===== src/rtl/writeback_scoreboard.sv =====
`default_nettype none
// ============================================================================
// Module   : writeback_scoreboard
// Brief    : Merges ALU and load results onto the single register-file write
//            port and keeps a busy scoreboard of pending destinations.
// Revision : 1.0 - initial release
// ============================================================================
module writeback_scoreboard #(
    parameter int XLEN      = 32,
    parameter int NREG      = 32,
    parameter int ALU_DEPTH = 2
) (
    input  logic            clk,
    input  logic            reset,
    input  logic            issue_valid,
    input  logic            issue_wr,
    input  logic [4:0]      issue_rs1,
    input  logic [4:0]      issue_rs2,
    input  logic [4:0]      issue_rd,
    output logic            issue_stall,
    input  logic            alu_valid,
    output logic            alu_ready,
    input  logic [4:0]      alu_rd,
    input  logic [XLEN-1:0] alu_data,
    input  logic            ld_valid,
    input  logic [4:0]      ld_rd,
    input  logic [XLEN-1:0] ld_data,
    output logic            rf_we,
    output logic [4:0]      rf_rd,
    output logic [XLEN-1:0] rf_wdata,
    output logic [NREG-1:0] busy,
    output logic            sb_err
);

    localparam int c_PTR_W = (ALU_DEPTH > 1) ? $clog2(ALU_DEPTH) : 1;
    localparam int c_CNT_W = $clog2(ALU_DEPTH + 1);
    localparam logic [c_CNT_W-1:0] c_DEPTH   = c_CNT_W'(ALU_DEPTH);
    localparam logic [c_CNT_W-1:0] c_CNT_ONE = c_CNT_W'(1);
    localparam logic [c_PTR_W-1:0] c_PTR_LAST = c_PTR_W'(ALU_DEPTH - 1);
    localparam logic [c_PTR_W-1:0] c_PTR_ONE  = c_PTR_W'(1);

    // ALU result FIFO
    logic [4:0]         r_fifo_rd   [ALU_DEPTH];
    logic [XLEN-1:0]    r_fifo_data [ALU_DEPTH];
    logic [c_PTR_W-1:0] r_wr_ptr;
    logic [c_PTR_W-1:0] r_rd_ptr;
    logic [c_CNT_W-1:0] r_count;

    // Write-port and scoreboard state
    logic               r_rf_we;
    logic [4:0]         r_rf_rd;
    logic [XLEN-1:0]    r_rf_wdata;
    logic [NREG-1:0]    r_busy;
    logic               r_sb_err;

    logic               w_fifo_empty;
    logic               w_fifo_full;
    logic               w_pop;
    logic               w_bypass;
    logic               w_alu_fire;
    logic               w_push;
    logic               w_sel_valid;
    logic [4:0]         w_sel_rd;
    logic [XLEN-1:0]    w_sel_data;
    logic               w_sel_write;
    logic               w_issue_acc;
    logic [NREG-1:0]    w_clr_mask;
    logic [NREG-1:0]    w_set_mask;
    logic [NREG-1:0]    w_busy_next;

    // ------------------------------------------------------------------
    // Handshake and arbitration: load beats FIFO head beats ALU bypass
    // ------------------------------------------------------------------
    assign w_fifo_empty = (r_count == '0);
    assign w_fifo_full  = (r_count == c_DEPTH);
    assign w_pop        = ~ld_valid & ~w_fifo_empty;
    assign w_bypass     = ~ld_valid & w_fifo_empty & alu_valid;
    assign alu_ready    = ~w_fifo_full | w_pop;
    assign w_alu_fire   = alu_valid & alu_ready;
    assign w_push       = w_alu_fire & ~w_bypass;

    always_comb begin
        w_sel_valid = 1'b0;
        w_sel_rd    = 5'd0;
        w_sel_data  = '0;
        if (ld_valid) begin
            w_sel_valid = 1'b1;
            w_sel_rd    = ld_rd;
            w_sel_data  = ld_data;
        end else if (w_pop) begin
            w_sel_valid = 1'b1;
            w_sel_rd    = r_fifo_rd[r_rd_ptr];
            w_sel_data  = r_fifo_data[r_rd_ptr];
        end else if (w_bypass) begin
            w_sel_valid = 1'b1;
            w_sel_rd    = alu_rd;
            w_sel_data  = alu_data;
        end
    end

    // Results aimed at x0 still complete their handshake but never write.
    assign w_sel_write = w_sel_valid & (w_sel_rd != 5'd0);

    // ------------------------------------------------------------------
    // FIFO storage and pointers
    // ------------------------------------------------------------------
    always_ff @(posedge clk) begin
        if (w_push) begin
            r_fifo_rd[r_wr_ptr]   <= alu_rd;
            r_fifo_data[r_wr_ptr] <= alu_data;
        end
    end

    always_ff @(posedge clk) begin
        if (reset) begin
            r_wr_ptr <= '0;
            r_rd_ptr <= '0;
            r_count  <= '0;
        end else begin
            if (w_push) begin
                r_wr_ptr <= (r_wr_ptr == c_PTR_LAST) ? '0 : r_wr_ptr + c_PTR_ONE;
            end
            if (w_pop) begin
                r_rd_ptr <= (r_rd_ptr == c_PTR_LAST) ? '0 : r_rd_ptr + c_PTR_ONE;
            end
            case ({w_push, w_pop})
                2'b10:   r_count <= r_count + c_CNT_ONE;
                2'b01:   r_count <= r_count - c_CNT_ONE;
                default: r_count <= r_count;
            endcase
        end
    end

    // ------------------------------------------------------------------
    // Register-file write port
    // ------------------------------------------------------------------
    always_ff @(posedge clk) begin
        if (reset) begin
            r_rf_we    <= 1'b0;
            r_rf_rd    <= 5'd0;
            r_rf_wdata <= '0;
        end else begin
            r_rf_we <= w_sel_write;
            if (w_sel_write) begin
                r_rf_rd    <= w_sel_rd;
                r_rf_wdata <= w_sel_data;
            end
        end
    end

    // ------------------------------------------------------------------
    // Scoreboard: clear on commit, set on accepted issue; set wins
    // ------------------------------------------------------------------
    assign issue_stall = r_busy[issue_rs1] | r_busy[issue_rs2] | (issue_wr & r_busy[issue_rd]);
    assign w_issue_acc = issue_valid & ~issue_stall & issue_wr & (issue_rd != 5'd0);

    always_comb begin
        w_clr_mask = '0;
        w_set_mask = '0;
        if (r_rf_we) begin
            w_clr_mask[r_rf_rd] = 1'b1;
        end
        if (w_issue_acc) begin
            w_set_mask[issue_rd] = 1'b1;
        end
        w_busy_next    = (r_busy & ~w_clr_mask) | w_set_mask;
        w_busy_next[0] = 1'b0;
    end

    always_ff @(posedge clk) begin
        if (reset) begin
            r_busy   <= '0;
            r_sb_err <= 1'b0;
        end else begin
            r_busy   <= w_busy_next;
            r_sb_err <= r_sb_err | (r_rf_we & ~r_busy[r_rf_rd]);
        end
    end

    assign rf_we    = r_rf_we;
    assign rf_rd    = r_rf_rd;
    assign rf_wdata = r_rf_wdata;
    assign busy     = r_busy;
    assign sb_err   = r_sb_err;

endmodule
`default_nettype wire


===== config.mk =====
export PLATFORM = sky130hd
export DESIGN_NAME = writeback_scoreboard
export DESIGN_NICKNAME = d
export VERILOG_FILES = /design/src/rtl/writeback_scoreboard.sv
export SDC_FILE = /design/constraint.sdc
export NUM_CORES = 1
export LEC_CHECK = 0
export CAP_MARGIN = 20
export CORE_ASPECT_RATIO = 0.5
export CORE_MARGIN = 3
export CORE_UTILIZATION = 50
export DETAILED_ROUTE_END_ITERATION = 8
export GPL_TIMING_DRIVEN = 0
export MAX_ROUTING_LAYER = met4
export PLACE_DENSITY_LB_ADDON = 0.08
export SLEW_MARGIN = 20
export SYNTH_ARGS = -nofsm -noshare
export SYNTH_HDL_FRONTEND = slang
export SYNTH_SLANG_ARGS = --single-unit
export TNS_END_PERCENT = 50

===== constraint.sdc =====
create_clock -name clk -period 5.59 [get_ports clk]
set_input_delay 0.8385 -clock clk [delete_from_list [all_inputs] [get_ports clk]]
set_output_delay 0.8385 -clock clk [all_outputs]
set_load 0.02 [all_outputs]

After elaboration in Yosys (flattened, before gate mapping):

Memory sizes are Yosys's and may differ from the RTL's. A register that Yosys moved wholly into a read port is not among the register bits.
Cells that the tools add are included.

* register bits: 75
* bits in latches: 0
* bits in writable memories: 74
* bits in read-only memories: 0
* input port bits: 95
* word-level logic and storage cells: 86
* memories kept: 2

Memory list
* r_fifo_data: depth 2, bits a word 32, rd ports 1, clocked after Yosys merged registers in 1, write ports 1, RTL line 44 `logic [XLEN-1:0] r_fifo_data [ALU_DEPTH];`
* r_fifo_rd: depth 2, bits a word 5, rd ports 1, clocked after Yosys merged registers in 1, write ports 1, RTL line 43 `logic [4:0] r_fifo_rd [ALU_DEPTH];`

* $add $sub $neg: 4
* $mul: 0
* divide/modulo/power cells: 0
* order comparisons: 6
* equal/unequal tests: 3
* shift-type cells: 0
* mux-type cells: 32
* bitwise logic cells: 24
* reductions and logical operators: 6

Operator list (number)
* $mux 32: 5
* $and 32x32->32: 1
* $not 32->32: 1
* $or 32x32->32: 1
* $lt 5x6->1 const B: 4
* $bmux 1 s5: 4
* $mux 1: 17
* $mux 5: 3
* $and 1x1->1: 11
* $demux 1 s5: 2
* $ge 5x1->1 const B: 2
* $reduce_bool 5->1: 2
* $not 1->1: 6
* $eq 2x2->1 const B: 2
* $or 1x1->1: 4
* $pmux 2 s2: 1
* $add 1x1->1 const B: 2
* $add 2x1->2 const B: 1
* $eq 2x1->1 const B: 1
* $logic_and 1x1->1: 2
* $logic_not 2->1: 1
* $reduce_bool 2->1: 1
* $sub 2x1->2 const B: 1

Longest topological paths before layout:

Gate-level depths: netlist (run 1).

* word-level depth: 10
* gate-level depth with buffers: 9
* gate-level depth less buffers: 6

Worst setup path after synthesis (run 1):

OpenSTA, ideal clock, no wires.

* path kind: input-to-reg
* from: input port alu_valid
* to: memory r_fifo_data[0][0] (enable)
* arrival time: 3.225 ns
* slack: 1.934 ns
* stages on the path: 4
* buffers on the path: 2
* cell sequence: clkbuf_1 clkbuf_1 o21ai_0 nor2_1

* word-level cells in the longest chain between the ends: 5
* elaborated cells between the ends (all ways): 6
* those cells by class: 2 x mux; 4 x bitwise

Ends and longest elaborated chain
* start, declared: RTL line 21 `input logic alu_valid,`
* $and 1x1->1: RTL line 77 `assign w_bypass = ~ld_valid & w_fifo_empty & alu_valid;`
* $not 1->1: RTL line 80 `assign w_push = w_alu_fire & ~w_bypass;`
* $and 1x1->1 (*): RTL line 80
* $mux 1 (*): RTL line 108 `if (w_push) begin`
* $mux 1 (not written as such) (*): RTL line 110 `r_fifo_data[r_wr_ptr] <= alu_data;`
* end, declared: RTL line 44

Mark *: on every way between the ends. The rest lies on a longest branch, timed or not.

Final worst setup path (run 1):

* from: input port issue_rd[1]
* to: output port issue_stall

* word-level cells in the longest chain between the ends: 4

Ends and longest elaborated chain
* start, declared: RTL line 19 `input logic [4:0] issue_rd,`
* $bmux 1 s5: RTL line 154 `assign issue_stall = r_busy[issue_rs1] | r_busy[issue_rs2] | (issue_wr & r_busy[issue_rd]);`
* $mux 1 (not written as such): RTL line 154
* $and 1x1->1: RTL line 154
* $or 1x1->1: RTL line 154
* end, declared: RTL line 20 `output logic issue_stall,`

No other way between the ends. The select of a mux whose other input is x is not followed.

==> results.ini, run 1 <==
[setup_path]
crit_start=issue_rd[1]
start_kind=input port
crit_required_ps=4750
regToRegStartpoint=r_count[1]
crit_path_end_kind=primary output
arrival_ps=3850
crit_type=in2out
cp_max_fo=10

[sta]
hold_viol_final=0
setup_tns_ps=0
slew_headroom=0.390
min_period_ps=4690
drv_slew=0
clock_skew_ps=15.0
setup_viol=0
fmax_mhz=213
rsz0062_at_grt=false
tightest_slew_ps=906
finalCritPeriodShare=0.839

[synthesis]
ys_seq_area_frac=0.480
synth_warnings=0
synth_edf_count=74
async_flop_share=0
yosysUniqueCellTypes=62
synth_ff_type=dfxtp_1
netlist_instances=696
yosys.area.top_type=edfxtp_1
avgSynthCellArea_um2=11.1
synth_top_area_share=0.287
ys_top_cells_by_area=edfxtp_1 (29%), dfxtp_1 (19%), mux2i_1 (7.2%)
synth_seq_cells=149
netlist_area_um2=7750
synth_nets=792

[drt]
drtIter0Drc=540
via_per_inst=6.18
vias=6735
ant_nets=0
detail_route.first_pass.iterations=5
finalWirelength_um=23200
drc=0
wl_per_cell_um=21.3

[clock_tree]
cts_resized=0
clock_path_buffers=2
cts-htree-levels=4
clk_latency_ps=420
post_cts_buffers=0
path_clk_slew_ps=60
ctsHoldBuffers=0
tritoncts=done
cts-root-buf=clkbuf_16
numCtsBuffers=17
clkSinkCount=149

[floorplanning]
fp-row-count=31
start_util=0.523
core_area_um2=14800
ioPinCount=168
fp.dieW_um=182
die_area_um2=17100
die_h_um=94.0

[placed_design]
hpwl_um=16800
place_area_um2=9710
placedCellCount=1057
globalplace.congestion=0.953
io_buffer_count=159

[global_routing]
antenna_found_initial=0
grt_usage=0.278
grt_pass1_wl_um=36300
grt_max_degree=17
gr-total-overflow=0
grt_pass1_vias=6843

[outcome]
status=finished clean

[min_path]
holdCritPathClass=reg2reg
worstHoldStart=rf_wdata[8]

[final_layout]
layout_commonest_cell=clkdlybuf4s50_1
final_nets=974
fill_cells=1155
final_core_util=0.694
postLayoutCellArea_um2=10300
final_cells=1089
diodes=0
drive_gt1_frac=0.139
area_growth_pct=32.6
layout.cells.most_common_list=clkdlybuf4s50_1 (159), dfxtp_1 (75), edfxtp_1 (74)

[run]
maxCapViolCount=0

[pwr]
p_per_area_nw_per_um2=372
p_leak_nw=3.44
ir_worst_vdd_mv=0.241

[path summary, 6_finish.rpt]
| kind | endpoint | cells past startpoint | slack, ps |
|---|---|---|---|
| max | issue_stall | 10 | 900 |
| min | rf_wdata[8] | 2 | 530 |
| max reg2reg | r_count[1] | 8 | 2840 |
| min reg2reg | rf_wdata[8] | 2 | 530 |
[cells in the mapped netlist, drive strengths merged (3+ instances only)]
cell type,n
nor2,44
inv,5
o2bb2ai,3
a211oi,67
clkbuf,42
o31ai,3
mux2,15
o22ai,4
o32ai,3
a22oi,4
or2,4
o41ai,29
nor3b,4
nor4bb,3
nor2b,12
o21ai,5
a21oi,65
nand3b,5
edfxtp,74
nand2,40
dfxtp,75
mux2i,56
nor3,9
o211ai,16
buf,27
nand2b,5
xnor2,3
nand3,22
mux4,16
or3,4
[routing by layer]
| layer | global-route usage | wire length, um |
|---|---|---|
| met2 | 0.451 | 11100 |
| met4 | 0.103 | 614 |
| met5 | - | 0 |
| met1 | 0.343 | 9600 |
| met3 | 0.0677 | 1910 |
[kinds of logic after synthesis]
family / Yosys count / synth area share
AO/OA/AOI/OAI: 217 / 0.223
flip-flops: 149 / 0.480
other: 1 / 0.000484
XOR/XNOR: 5 / 0.00565
multiplexers: 87 / 0.141
adder cells (fa/ha/maj): 1 / 0.00161
AND/OR/NAND/NOR: 162 / 0.103
buffers and inverters: 74 / 0.0450
[through the flow]
stage	setup slack [ps]	power [mW]	hold WS, ps
floorplan	1930	2.24	481
global placement	-37.8	2.64	498
CTS	888	3.83	537
global route	696	4.00	557
finish	898	3.82	531
detailed placement	907	2.72	517
[flip-flops by register name, indices dropped and copies added (netlist names), named ones only]
register,count
rf_rd,5
busy,31
r_count,2
sb_err,1
r_fifo_rd,10
rf_we,1
r_rd_ptr,1
r_wr_ptr,1
r_fifo_data,64
rf_wdata,32
[worst max-delay path, cell delays in order]
cell and delay, ps:
clkdlybuf4s50_1 520, clkbuf_1 330, nor4bb_1 440, a22oi_1 150
nor2_1 110, a31oi_1 50, nand4_1 210, buf_1 420
a21o_1 180, clkdlybuf4s50_1 600
[power breakdown]
| part | internal [mW] | switching [mW] | leakage (nW) |
|---|---|---|---|
| registers | 1.33 | 0.0764 | 1.30 |
| clock network | 0.632 | 0.471 | 0.272 |
| logic | 0.553 | 0.758 | 1.87 |
[layout make-up]
type	count	area, um^2	area share
Sequential cell	149	3720	0.362
Clock inverter	13	121	0.0118
Inverter	5	18.8	0.00183
Tap cell	198	248	0.0241
Clock buffer	19	443	0.0431
Timing Repair Buffer	163	1700	0.166
Multi-Input combinational cell	473	3690	0.359
Buffer	69	330	0.0321
(Power assumes the default switching activity.)
==> inputs of run 2 (changes only) <==
Clock period 5.59 ns to 4.7 ns, I/O delays scaled along.
==> results of run 2 <==
The final DEF is identical to that of run 1. Status: finished clean.
Main changes from that run: setup slack after placement 907 ps -> 284 ps; setup slack after layout 898 ps -> 275 ps; register-to-register setup slack 2840 ps -> 1950 ps; total power 3.82 mW -> 4.55 mW; worst IR drop on VDD 0.241 mV -> 0.286 mV
==> inputs of run 3 (changes only) <==
Settings changed: CORE_UTILIZATION 50 to 51, MAX_ROUTING_LAYER met4 to default, PLACE_DENSITY from default to 0.82, PLACE_DENSITY_LB_ADDON 0.08 to default.
==> run 3 against run 2 <==
  * Wire length is 2.3% higher
  * Utilization increased by 0.64 points
  * Setup slack worse by 22 ps
  * Critical path depth unchanged
  * Register-to-register slack got worse by 190 ps
  * Sequential power barely moved
  * Sequential share of layout area barely moved
  * Power increased by 1.3%
  * Maximum frequency fell by 0.50%
  * Clock skew down 5.4 ps
  * Global-route usage is essentially flat
  * Die area is 1.9% lower
  * Largest power group unchanged
==> results.ini, run 3 (same netlist as run 1, synthesis figures left out) <==
[setup_path]
crit_path_top_delay_cell=clkdlybuf4s50_1
crit_family=buffers and inverters
crit_chain=clkdlybuf4s50_1 > clkbuf_1 > nor4bb_1 > a22oi_1 > nor2_1 > a31oi_1 > nand4_1 > clkbuf_2 > a21o_1 > clkdlybuf4s50_1
crit_required_ps=3990
crit_top_cell=clkdlybuf4s50_1
ff2ff_path_depth=8
regToRegStartpoint=r_count[0]
crit_path_end_kind=primary output
crit_type=in2out
path_buf_inv=4
arrival_ps=3740
cp_max_fo=10
rrSetupSlack_ps=1760
crit_path_max_incr_delay_ps=610
r2r_end=r_count[1]
crit_start=issue_rd[1]
start_kind=input port

[floorplanning]
core_area_um2=14700
start_util=0.529
die_area_um2=16800
ioPinCount=168
fp-row-count=31
die_h_um=93.2
fp.dieW_um=180

[drt]
wl_per_cell_um=21.8
detail_route.first_pass.iterations=5
drtIter0Drc=616
vias=6885
via_per_inst=6.33
finalWirelength_um=23700
ant_nets=0
drc=0

[sta]
hold_viol_final=0
rsz0062_at_grt=false
setup_viol=0
fmax_mhz=225
holdWs_ps=533
finalCritPeriodShare=0.946
slew_headroom=0.324
min_period_ps=4450
tightest_slew_ps=1000
drv_slew=0
clock_skew_ps=9.53

[global_routing]
antenna_found_initial=0
grt_max_degree=24
gr-total-overflow=0
grt_pass1_wl_um=37200
grt_pass1_vias=6939
grt_usage=0.278

[placed_design]
hpwl_um=16400
placedCellCount=1055
io_buffer_count=159
globalplace.congestion=0.970

[final_layout]
layout.cells.most_common_list=clkdlybuf4s50_1 (159), dfxtp_1 (75), edfxtp_1 (74)
layout_commonest_cell=clkdlybuf4s50_1
final_cells=1087
diodes=0
largest-register=r_fifo_data
drive_gt1_frac=0.142
final_nets=972
area_growth_pct=32.5
largest_register_ffs=64

[min_path]
holdCritPathClass=reg2reg
hold_depth=2
whs_endpoint=rf_wdata[21]
worstHoldStart=rf_wdata[21]

[clock_tree]
tritoncts=done
ctsHoldBuffers=0
clk_latency_ps=420
path_clk_slew_ps=60
clock_path_buffers=2
clkSinkCount=149
cts-htree-levels=4
numCtsBuffers=17
cts-root-buf=clkbuf_16

[pwr]
p_leak_nw=3.44
p_per_area_nw_per_um2=449
ir_worst_vdd_mv=0.284

[outcome]
status=finished clean

[run]
maxCapViolCount=0

-- run 3: cell count changes in the layout (fill, tap and decap cells not counted) --
cell | before | now
clkbuf_1 | 43 | 42
clkinv_1 | 2 | 0
buf_16 | 4 | 2
inv_6 | 5 | 4
bufinv_16 | 1 | 2
inv_8 | 1 | 2
clkinv_4 | 1 | 4
clkbuf_2 | 0 | 1
clkinvlp_4 | 2 | 1
buf_1 | 9 | 8
-- run 3: worst max path at each step --
stage / endpoint / slack (ps) / depth (start not counted)
2_1_floorplan: r_fifo_data[0][0] / 1180 / 4
3_3_place_gp: r_fifo_data[0][30] / -700 / 5
3_5_place_dp: issue_stall / 160 / 10
4_1_cts: issue_stall / 130 / 10
5_1_grt: issue_stall / 30 / 10
6_report: issue_stall / 250 / 10
-- run 3: metal layers --
layer / global-route usage / part of all wire / wire length [um] / vias up
met5: 0 / 0 / 0 / -
met4: 0.124 / 0.031 / 740 / 0
met3: 0.0532 / 0.083 / 1980 / 73
met2: 0.483 / 0.49 / 11700 / 384
met1: 0.343 / 0.39 / 9350 / 3336
li1: - / - / - / 3092
-- run 3: repair_timing --
action / CTS / global route
resized for setup: 0 / 1
setup endpoints to repair: 0 / 1
setup buffers: 0 / 0
-- run 3: tightest hold or removal path: cells and delay by family, from the launching register on --
kind	cells	cell delay, ps
AOI/OAI and AO/OA	1	50
DFF	1	310
and+or+nand+nor	1	120
-- run 3: report_power, final --
group,leakage [nW],internal (mW),switching [mW]
Clock,0.296,0.812,0.569
Sequential,1.30,1.59,0.0971
Combinational,1.85,0.635,0.906
-- run 3: layout make-up --
class / instances / area [um^2]
buffer: 69 / 332
clock buffer: 18 / 439
clock inverter: 14 / 165
fill: 1054 / 4400
inverter: 5 / 18.8
multi-input combinational: 473 / 3690
sequential: 149 / 3720
tap: 198 / 248
timing repair buffer: 161 / 1650
-- run 3: metrics by stage --
step / cell area (um^2) / worst slack [ps] / util / TNS, ps / total power [mW]
4_1_cts: 10300 / 127 / 0.700 / 0 / 4.60
3_5_place_dp: 9660 / 165 / 0.659 / 0 / 3.21
5_1_grt: 10300 / 25.0 / 0.700 / 0 / 4.80
2_1_floorplan: 7750 / 1180 / - / 0 / 2.67
6_report: 10300 / 253 / 0.700 / 0 / 4.60
3_3_place_gp: 9590 / -700 / 0.654 / -50990 / 3.13
